===== src/rtl/ysyx_201979054_axi_pkg.sv =====
// Shared AXI burst types and constants for the burst address generator.
package ysyx_201979054_axi_pkg;

    typedef enum logic [1:0] {
        BURST_FIXED = 2'b00,
        BURST_INCR  = 2'b01,
        BURST_WRAP  = 2'b10,
        BURST_RSVD  = 2'b11
    } burst_t;

    typedef enum logic {
        S_IDLE  = 1'b0,
        S_BURST = 1'b1
    } state_t;

    localparam int unsigned BOUNDARY_4K = 4096;

endpackage


===== src/rtl/ysyx_201979054_next_addr.sv =====
// Combinational next-beat address for FIXED / INCR / WRAP bursts.
module ysyx_201979054_next_addr
    import ysyx_201979054_axi_pkg::*;
#(
    parameter int AXI_ADDR_WIDTH = 64
) (
    input  logic [AXI_ADDR_WIDTH-1:0] addr,
    input  logic [2:0]                size,
    input  burst_t                    burst,
    input  logic [AXI_ADDR_WIDTH-1:0] wrap_mask,
    output logic [AXI_ADDR_WIDTH-1:0] next_addr
);

    logic [AXI_ADDR_WIDTH-1:0] step;

    always_comb begin
        step = {{(AXI_ADDR_WIDTH-1){1'b0}}, 1'b1} << size;
        unique case (burst)
            BURST_INCR: next_addr = (addr & ~(step - 1'b1)) + step;
            BURST_WRAP: next_addr = (addr & ~wrap_mask) | ((addr + step) & wrap_mask);
            default:    next_addr = addr;
        endcase
    end

endmodule


===== src/rtl/ysyx_201979054_burst_addr_gen.sv =====
// AXI burst beat address generator: validates a request, then issues one
// registered beat address per handshake until the last beat or an abort.
module ysyx_201979054_burst_addr_gen
    import ysyx_201979054_axi_pkg::*;
#(
    parameter int AXI_ADDR_WIDTH = 64,
    parameter int AXI_DATA_WIDTH = 32,
    parameter int LEN_WIDTH      = 8
) (
    input  logic                      clk,
    input  logic                      arstn,
    input  logic                      i_start,
    input  logic                      i_abort,
    input  logic [AXI_ADDR_WIDTH-1:0] i_addr,
    input  logic [LEN_WIDTH-1:0]      i_len,
    input  logic [2:0]                i_size,
    input  logic [1:0]                i_burst,
    input  logic                      i_ready,
    output logic                      o_valid,
    output logic [AXI_ADDR_WIDTH-1:0] o_addr,
    output logic                      o_last,
    output logic                      o_busy,
    output logic                      o_done,
    output logic                      o_err
);

    localparam int unsigned MAX_SIZE = $clog2(AXI_DATA_WIDTH / 8);

    state_t                    state;
    logic [LEN_WIDTH-1:0]      cnt;
    logic [2:0]                size_q;
    burst_t                    burst_q;
    logic [AXI_ADDR_WIDTH-1:0] mask_q;
    logic [AXI_ADDR_WIDTH-1:0] addr_nxt;

    burst_t                    req_burst;
    logic [AXI_ADDR_WIDTH-1:0] size_mask;
    logic [AXI_ADDR_WIDTH-1:0] req_wrap_mask;
    logic [23:0]               span_end;
    int unsigned               len_ext;
    logic                      legal;

    // 4 KB check uses the size-aligned start: the last byte touched is
    // aligned_start + (len+1)*2^size - 1, which must stay in the same page.
    always_comb begin
        req_burst     = burst_t'(i_burst);
        len_ext       = 32'(i_len);
        size_mask     = ({{(AXI_ADDR_WIDTH-1){1'b0}}, 1'b1} << i_size) - 1'b1;
        req_wrap_mask = ((AXI_ADDR_WIDTH'(i_len) + 1'b1) << i_size) - 1'b1;
        span_end      = 24'(i_addr[11:0] & ~size_mask[11:0]) + ((24'(i_len) + 24'd1) << i_size);
        legal         = 1'b1;
        if (req_burst == BURST_RSVD)
            legal = 1'b0;
        if (i_size > 3'(MAX_SIZE))
            legal = 1'b0;
        if (req_burst == BURST_WRAP) begin
            if (!(len_ext == 1 || len_ext == 3 || len_ext == 7 || len_ext == 15))
                legal = 1'b0;
            if ((i_addr & size_mask) != '0)
                legal = 1'b0;
        end
        if (req_burst == BURST_INCR && span_end > 24'(BOUNDARY_4K))
            legal = 1'b0;
    end

    ysyx_201979054_next_addr #(
        .AXI_ADDR_WIDTH(AXI_ADDR_WIDTH)
    ) u_next_addr (
        .addr      (o_addr),
        .size      (size_q),
        .burst     (burst_q),
        .wrap_mask (mask_q),
        .next_addr (addr_nxt)
    );

    always_ff @(posedge clk) begin
        if (!arstn) begin
            state   <= S_IDLE;
            o_addr  <= '0;
            o_valid <= 1'b0;
            o_last  <= 1'b0;
            o_done  <= 1'b0;
            o_err   <= 1'b0;
            cnt     <= '0;
            size_q  <= '0;
            burst_q <= BURST_FIXED;
            mask_q  <= '0;
        end else begin
            o_done <= 1'b0;
            o_err  <= 1'b0;
            if (i_abort) begin
                state   <= S_IDLE;
                o_valid <= 1'b0;
                o_last  <= 1'b0;
            end else begin
                unique case (state)
                    S_IDLE: begin
                        if (i_start) begin
                            if (legal) begin
                                state   <= S_BURST;
                                o_addr  <= i_addr;
                                cnt     <= i_len;
                                o_valid <= 1'b1;
                                o_last  <= (i_len == '0);
                                size_q  <= i_size;
                                burst_q <= req_burst;
                                mask_q  <= req_wrap_mask;
                            end else begin
                                o_err <= 1'b1;
                            end
                        end
                    end
                    S_BURST: begin
                        if (o_valid && i_ready) begin
                            if (cnt == '0) begin
                                state   <= S_IDLE;
                                o_valid <= 1'b0;
                                o_last  <= 1'b0;
                                o_done  <= 1'b1;
                            end else begin
                                o_addr <= addr_nxt;
                                cnt    <= cnt - 1'b1;
                                o_last <= (cnt == LEN_WIDTH'(1));
                            end
                        end
                    end
                    default: state <= S_IDLE;
                endcase
            end
        end
    end

    assign o_busy = (state == S_BURST);

endmodule


===== config.mk =====
export PLATFORM = sky130hd
export DESIGN_NAME = ysyx_201979054_burst_addr_gen
export DESIGN_NICKNAME = d
export VERILOG_FILES = /design/src/rtl/ysyx_201979054_axi_pkg.sv /design/src/rtl/ysyx_201979054_next_addr.sv /design/src/rtl/ysyx_201979054_burst_addr_gen.sv
export SDC_FILE = /design/constraint.sdc
export NUM_CORES = 1
export LEC_CHECK = 0
export BUFFER_PORTS_ARGS = -buffer_cell sky130_fd_sc_hd__buf_2
export CAP_MARGIN = 20
export CORE_MARGIN = 1
export CORE_UTILIZATION = 43
export DETAILED_ROUTE_END_ITERATION = 8
export GPL_TIMING_DRIVEN = 0
export PLACE_DENSITY = 0.64
export SYNTH_ARGS = -nofsm -noshare
export SYNTH_HDL_FRONTEND = slang
export SYNTH_SLANG_ARGS = --single-unit

===== constraint.sdc =====
create_clock -name clk -period 6.9 [get_ports clk]
set_input_delay 1.38 -clock clk [delete_from_list [all_inputs] [get_ports clk]]
set_output_delay 1.38 -clock clk [all_outputs]
set_load 0.05 [all_outputs]

Word-level counts from Yosys, hierarchy flattened. Index checks and enable logic that the tools add are counted.

Register bits after elaboration: 146. Input port bits: 82. Output and inout bits: 69. Logic and storage cells: 105.

$add $sub $neg: 9. Magnitude comparators: 2. Equal/unequal tests: 16. Shifts and indexed selects: 4. Multiplexer cells: 34. Bitwise operators: 14. Reductions and logical operators: 16.

Operators with widths (number): $and 64x64->64 (4); $mux 64 (4); $pmux 64 s2 (2); $sub 64x1->64 const B (3); $add 64x64->64 (2); $not 64->64 (2); $shl 1x3->64 const A (2); $or 64x64->64 (1); $reduce_bool 64->1 (1); $shl 9x3->64 (1); $mux 8 (4); $add 24x24->24 (1); $and 12x24->24 (1); $gt 24x13->1 const B (1); $not 12->24 (1); $shl 9x3->24 (1); $mux 1 (20); $add 8x1->9 const B (2); $eq 8x1->1 const B (2); $logic_not 8->1 (2); $pmux 8 s2 (1); $eq 8x2->1 const B (1); $eq 8x3->1 const B (1); $eq 8x4->1 const B (1); 17 further kinds (34).

Longest topological paths before layout. Gate-level depths: netlist of run 1.

Depth in word-level cells: 11. Gate-level depth with buffers: 20. Mapped depth without buffers: 16.

Hierarchy. A second synthesis of run 1 with hierarchy kept.

Cells, all modules: 1742. Area total of the unflattened synthesis: 12705.9 um2.

Modules (own cells, without submodules): ysyx_201979054_burst_addr_gen (instances 1, cells an instance 861, area each 7186.9 um2, sequential area each 2262.2 um2); ysyx_201979054_next_addr (instances 1, cells an instance 881, area each 5519.0 um2, sequential area each 0.0 um2).

Worst setup path before layout of run 1. Ideal clock, no wire load.

Path type: input to register. Start point: in i_size[2]. End point: reg with a tool-made name. Library setup time: 0.138 ns. Arrival: 5.605 ns. Required time: 6.762 ns. Slack: 1.157 ns. Stages on the path: 20. Path buffers: 6. Cells stage by stage: clkbuf_1 -> buf_2 -> clkbuf_1 -> clkbuf_1 -> nor2_1 -> inv_1 -> ha_1 -> and2_1 -> ha_1 -> o211ai_1 -> o21ai_1 -> xor2_1 -> or4_1 -> a311o_1 -> o31ai_2 -> a31oi_1 -> buf_2 -> buf_2 -> o211ai_1 -> o41ai_2.

RTL lines: start: declaration (RTL line ysyx_201979054_burst_addr_gen.sv:16) `input logic [2:0] i_size,`.

==> results of run 1 <==
==> cells in the mapped netlist, drive strengths merged, types with 12 or more instances <==
cell type,n
xor2,36
a21o,20
a31oi,34
o221ai,12
ha,36
and3,21
nand2,173
o41ai,31
o21ai,115
nand2b,20
buf,51
o31ai,30
a21oi,89
dfxtp,113
nor4,22
and2,15
inv,56
o211ai,53
or3,23
nand4,48
o2111ai,14
a211oi,30
mux2i,24
xnor2,42
nand3,59
clkbuf,100
nor3,46
nor2,156
nor2b,12
==> metal layers <==
| metal | wire (um) | track usage [%] | vias to the layer above |
|---|---|---|---|
| met5 | 0 | 0 | - |
| met4 | 6250 | 36.6 | 0 |
| met3 | 8700 | 13.8 | 388 |
| met2 | 30000 | 73.6 | 1324 |
| met1 | 25100 | 55.5 | 7581 |
| li1 | - | - | 6787 |
==> where the power goes <==
group / switching [mW] / internal [mW]
sequential: 0.0274 / 0.670
combinational: 0.390 / 0.169
clock: 0.403 / 0.537
total: 0.820 / 1.38
==> stage by stage <==
stage / instances / setup WS [ns] / instance area [um2] / setup TNS [ns]
CTS: 2248 / 0.0630 / 14100 / 0
detailed placement: 2216 / -0.618 / 13500 / -25.80
global route: 2253 / 0.0184 / 14100 / 0
finish: 2253 / 0.253 / 14100 / 0
floorplan: 1692 / 1.16 / 12200 / 0
global placement: 2212 / -0.532 / 13400 / -21.00
==> worst max-delay path, delay by kind of cell <==
kind / cells / cell delay, ns
fa+ha+maj: 2 / 0.45
simple gates: 4 / 1.39
compound gates: 9 / 2.98
buf+inv: 4 / 0.71
==> worst paths after layout <==
kind	startpoint	to	slack, ns	cells past startpoint
setup reg to reg	size_q[2]	flop	1.95	14
hold reg to reg	mask_q[1]	mask_q[1]	0.48	2
hold / removal	mask_q[1]	mask_q[1]	0.48	2
setup / recovery	i_len[1]	flop	0.25	19
==> what timing repair did <==
action	in CTS	in global routing
gates resized for setup	2	7
endpoints found under the hold margin	0	0
endpoints found under the setup margin	30	55
==> kinds of logic (layout without fill, tap and decap cells) <==
family / Yosys count / after routing / share of synthesized area, %
and+or+nand+nor: 641 / 641 / 26.5
AOI/OAI and AO/OA: 583 / 583 / 35.3
buffers and inverters: 209 / 392 / 7.38
DFF: 113 / 113 / 18.5
xor gates and xnor gates: 78 / 78 / 5.58
adders and majority gates: 38 / 38 / 4.01
muxes: 30 / 30 / 2.70
==> cell type report <==
type,count,area (um2)
plain buffers,151,691
clock inverters,14,158
multi-input cells,1370,9090
inverters,58,218
well taps,378,473
fillers,2854,13700
repair buffers,151,803
clock buffers,18,429
flip-flops and latches,113,2260
==> metrics.md, run 1 <==
| Metric | Value |
|---|---|
| Status | finished, final reports clean |
| Syn_area_per_cell | 7.23 um2 |
| Static Leak | 5.42 nW |
| CTS Hold Bufs | 0 |
| Synth cell types | 109 |
| Clock-pin slew on the worst setup and hold paths | 0.06 ns |
| Synth Flop Type | dfxtp_1 |
| H-tree depth | 4 |
| Type of the worst setup path | in2reg |
| Cell taking the most area after synthesis | dfxtp_1 |
| Final Hold Vio Count | 0 |
| DR vias/cell | 7.14 |
| Slowest cell on the critical path | o41ai_1 |
| Commonest non-fill, non-tap cells in the layout | nand2_1, buf_2, nor2_1, dfxtp_1, clkbuf_1 |
| # Post-CTS Setup Buffers | 0 |
| Critical Path Source Type | primary input |
| Initial DRC Count | 2,310 |
| Clock tree from TritonCTS | yes |
| Initial antenna violation count | 2 |
| #FFs+latches synth | 113 |
| Number of placed I/O pins | between 150 and 200 |
| Final Max Slew Viols | 0 |
| Commonest non-fill, non-tap cell in the layout | nand2_1 |
| ANT nets after route | 0 |
| Std-Cell Rows | 61 |
| Sequential area share after synthesis | 18.5% |
| Unrepaired setup endpoints after global routing | no |
| Die W | around 170 um |
| Worst-Skew Late Latency | 0.45 ns |
| Crit-path max FO | 10 |
| Ant. Diodes | 0 |
| Crit end category | flop |
| Initial Utilization | a little over two fifths |
| Final WL | 70,100 um |
| Slew headroom | 14.2% |
| Worst Hold Slack | 0.485 ns |
| Number of CTS-inserted buffers | 17 |
| Clock sink count | ~110 |
| CP Cell Sequence | buf_2 > ha_1 > buf_2 > nand4_2 > o21ai_0 > a311oi_2 > nor4_1 > nor2_1 > ha_1 > clkbuf_1 > a21oi_1 > o211ai_1 > or4_1 > a311o_1 > o31ai_4 > a31o_2 > buf_6 > o21ai_1 > o41ai_1 |
| Layout cell share with drive strength beyond 1 | 16.4% |
| Residual DRC | 0 |
| Pin count of the biggest net entering global routing | 17 |
| Critical Path Max Stage Delay | 0.80 ns |
| Total via count in the routed design | 16,100 |
| Synth Instances | 1,692 |
| Req. time, crit path | 7.16 ns |
| Layout Nets | between 1,500 and 2,000 |
| Drt pass-1 iters | 8 |
| Peak supply drop | approximately 0.17 mV |
| Max Freq | 150 MHz |
| I/O Buffers | between 100 and 150 |
| Pwr Density | roughly 160 mW/mm2 |
| Tightest Hold Check Type | reg2reg |
| Synth warn | 0 |
| Final Skew | approximately 0.018 ns |
| Number of enable flip-flop cells after synthesis | 0 |
| Clk buf depth | 2 |
| Fin util | roughly half |
| Final Setup Violations | 0 |
| Area Growth Syn to Fin | 15.4% |
| DP HPWL | 52,300 um |
| Syn Nets | 1,812 |
| Asr flop ratio synth | 0% |
| Overall routing resource usage | 47.6% |
| Final Wtd Congestion | 1.08 |
| Worst-Margin Slew | 1.27 ns |
| Chip height | 171 um |
| Core area | between 0.02 and 0.03 mm2 |
| Post-synth top area share | 18.5% |
| Number of global-route vias before repair | roughly 15,000 |
| First-pass GRT wire length | 99,600 um |
| Pwr Total | approximately 2.2 mW |
| CTS root buffer | clkbuf_16 |
| Fin crit share | a little over nine tenths |
| Min cycle time layout | 6.65 ns |
| Synthesized area | ~0.012 mm2 |
| Worst endpoint data arrival time | slightly below 7 ns |
| Total gr overflow | 0 |
| Routed len/inst | between 30 and 40 um |
| Area contributors post-synth | dfxtp_1, nand2_1, nor2_1 |
| Area of the die | 0.0291 mm2 |
| MaxCap Viol Count | 0 |
(Power assumes the default switching activity.)
==> run 2, diff against run 1 <==
--- a/config.mk
+++ b/config.mk
@@ -7,11 +7,13 @@
 export LEC_CHECK = 0
 export BUFFER_PORTS_ARGS = -buffer_cell sky130_fd_sc_hd__buf_2
 export CAP_MARGIN = 20
+export CELL_PAD_IN_SITES_DETAIL_PLACEMENT = 0
+export CELL_PAD_IN_SITES_GLOBAL_PLACEMENT = 2
 export CORE_MARGIN = 1
-export CORE_UTILIZATION = 43
+export CORE_UTILIZATION = 34
 export DETAILED_ROUTE_END_ITERATION = 8
 export GPL_TIMING_DRIVEN = 0
-export PLACE_DENSITY = 0.64
+export PLACE_DENSITY = 0.84
 export SYNTH_ARGS = -nofsm -noshare
 export SYNTH_HDL_FRONTEND = slang
 export SYNTH_SLANG_ARGS = --single-unit
==> metrics.md, run 2 (synthesis gave the netlist of run 1 again) <==
| Metric | Value |
|---|---|
| Hold Path End | mask_q[0] |
| Number of global-route vias before repair | 14,800 (-1.2%) |
| Commonest non-fill, non-tap cells in the layout | nand2_1, buf_2, nor2_1, dfxtp_1, clkbuf_1 |
| Multi-input logic area | 0.00908 mm2 (about the same) |
| Std-Cell Rows | 69 (+13%) |
| Final WL | 74,500 um (+6.4%) |
| M2 GR Usage | 63.9% (-9.7 points) |
| Hold depth | 2 (unchanged) |
| ANT nets after route | 0 (unchanged) |
| Worst endpoint data arrival time | 7.00 ns (+0.09 ns) |
| Max Freq | 150 MHz (-0.14%) |
| Inst Count DP | 2,300 (+3.8%) |
| Clk buf depth | 2 (unchanged) |
| H-tree depth | 4 (unchanged) |
| Cells on worst reg2reg path | 15 (+1) |
| Status | finished, violations left |
| Routed len/inst | 31.9 um (+2.5%) |
| Final Setup Violations | 0 (unchanged) |
| Worst setup startpoint | i_len[1] |
| Crit end category | flop |
| Slowest cell on the critical path | mux4_2 |
| Worst flop-to-flop path startpoint | size_q[0] |
| Busiest grt layer | met2 |
| Layout cell share with drive strength beyond 1 | 16.2% (-0.20 points) |
| Final Hold Vio Count | 0 (unchanged) |
| Initial antenna violation count | 3 (+1) |
| Non-filler cells, final | 2,337 (+3.7%) |
| CTS root buffer | clkbuf_16 |
| Tightest Hold Check Type | reg2reg |
| Grt met3 use | 8.55% (-5.2 points) |
| DP HPWL | 56,500 um (+8.0%) |
| Die W | 192 um (+12%) |
| Total via count in the routed design | 15,800 (-2.0%) |
| Initial DRC Count | 1,901 (-18%) |
| Reg area | 0.00226 mm2 (unchanged) |
| Static Leak | 5.40 nW (-0.30%) |
| Min cycle time layout | 6.66 ns (+0.00918 ns) |
| Worst path most repeated cell | buf_2 |
| I/O Buffers | 142 (unchanged) |
| Final Wtd Congestion | 0.997 (-7.4%) |
| Worst Hold Slack | 0.486 ns (+0.000520 ns) |
| Setup TNS | 0 ns (unchanged) |
| Peak supply drop | 0.154 mV (-8.3%) |
| Commonest non-fill, non-tap cell in the layout | nand2_1 |
| Area Growth Syn to Fin | 16.2% |
| Core area | 0.0355 mm2 (+27%) |
| First-pass GRT wire length | 105,000 um (+5.5%) |
| Clock tree from TritonCTS | yes |
| DR vias/cell | 6.74 (-5.5%) |
| Number of placed I/O pins | 151 (unchanged) |
| Worst-Margin Slew | 1.29 ns (+0.0169 ns) |
| Final Skew | 0.00845 ns (-0.00973 ns) |
| Fin crit share | 96.5% (+0.13 points) |
| Fillcell total | 3,836 (+34%) |
| Critical Path Max Stage Delay | 0.52 ns (-0.28 ns) |
| Flop2flop setup slack | 1.94 ns (about the same) |
| Clock-pin slew on the worst setup and hold paths | 0.06 ns (about the same) |
| Residual DRC | 4 (+4) |
| CTS Hold Bufs | 0 (unchanged) |
| Overall routing resource usage | 40.1% (-7.5 points) |
| Final Max Slew Viols | 0 (unchanged) |
| Worst-Skew Late Latency | 0.45 ns (about the same) |
| Total gr overflow | 0 (unchanged) |
| Drt pass-1 iters | 9 (+1) |
| Type of the worst setup path | in2reg |
| Req. time, crit path | 7.25 ns (+0.09 ns) |
| Number of CTS-inserted buffers | 17 (unchanged) |
| Initial Utilization | 34.5% (-9.4 points) |
| Fin util | 40.1% (-11 points) |
| Pwr Density | 155 mW/mm2 (-0.32%) |
| Pwr Total | 2.20 mW (+0.35%) |
| Layout Nets | 1,980 (-0.10%) |
| Crit-path max FO | 10 (unchanged) |
| GR Layer Usage met1 | 48.8% (-6.7 points) |
| MaxCap Viol Count | 0 (unchanged) |
| CP Cell Sequence | buf_2 > ha_1 > buf_2 > nand4_2 > or3_1 > and2_1 > mux4_2 > o21ai_2 > ha_1 > a21oi_1 > nand2_1 > o21ai_0 > a31oi_1 > and4_1 > o22a_1 > a31oi_1 > buf_2 > buf_2 > o211ai_1 > o41ai_1 |
| Chip height | 192 um (+12%) |
| Slew headroom | 13.9% (-0.34 points) |
| Failing checks | design-rule violations |
| Pin count of the biggest net entering global routing | 17 (unchanged) |
| Critical Path Source Type | primary input |
| Area of the die | 0.0368 mm2 (+26%) |
| Unrepaired setup endpoints after global routing | no |
| Clock sink count | 113 (unchanged) |
| Hold wc startpoint | mask_q[0] |
## run 2: cell types whose count changed in the layout (fill, tap and decap cells not counted), sizes merged
cell      previous run  this run
clkinv               8         7
diode                0         3
inv                 59        57
clkinvlp             3         4
## run 2: worst max-delay path: cells and delay by family
| family | cells | cell delay [ns] |
|---|---|---|
| AO/OA/AOI/OAI | 8 | 2.23 |
| buffers and inverters | 4 | 1.22 |
| AND/OR/NAND/NOR | 5 | 1.12 |
| multiplexers | 1 | 0.52 |
| adder cells (fa/ha/maj) | 2 | 0.49 |
## run 2: cell type report
class / instances / area share, %
antenna: 3 / 0.0528
timing repair buffer: 149 / 5.63
sequential: 113 / 15.9
buffer: 151 / 4.84
inverter: 58 / 1.53
clock buffer: 20 / 3.14
multi-input combinational: 1370 / 63.9
tap: 461 / 4.06
clock inverter: 12 / 0.950
## run 2: how the worst max path moves through the flow
stage,to
2_1_floorplan,flop
3_3_place_gp,flop
3_5_place_dp,flop
4_1_cts,flop
5_1_grt,flop
6_report,flop
## run 2: where the power goes
part           leakage [nW]  switching [mW]  total (mW)  internal (mW)
Combinational          4.22           0.392       0.562          0.170
Sequential            0.913          0.0283       0.698          0.670
Clock                 0.273           0.401       0.943          0.542
## run 2: metal layers
layer	vias up	routed length (um)
li1	6771	-
met1	7552	28600
met5	-	0
met3	284	7620
met2	1152	33200
met4	0	5060
## run 2: metrics by stage
| step | setup slack (ns) | cell area (um2) |
|---|---|---|
| floorplan | 1.16 | 12200 |
| global placement | -0.411 | 13500 |
| detailed placement | -0.487 | 13600 |
| CTS | 0.0688 | 14200 |
| global route | 0.000477 | 14200 |
| finish | 0.244 | 14200 |
## run 2: timing repair
item | 4_1_cts | 5_1_grt
endpoints found under the hold margin | 0 | 0
setup buffers | 0 | 0
setup endpoints to repair | 10 | 56
resized for setup | 1 | 6
pin swaps | 0 | 0
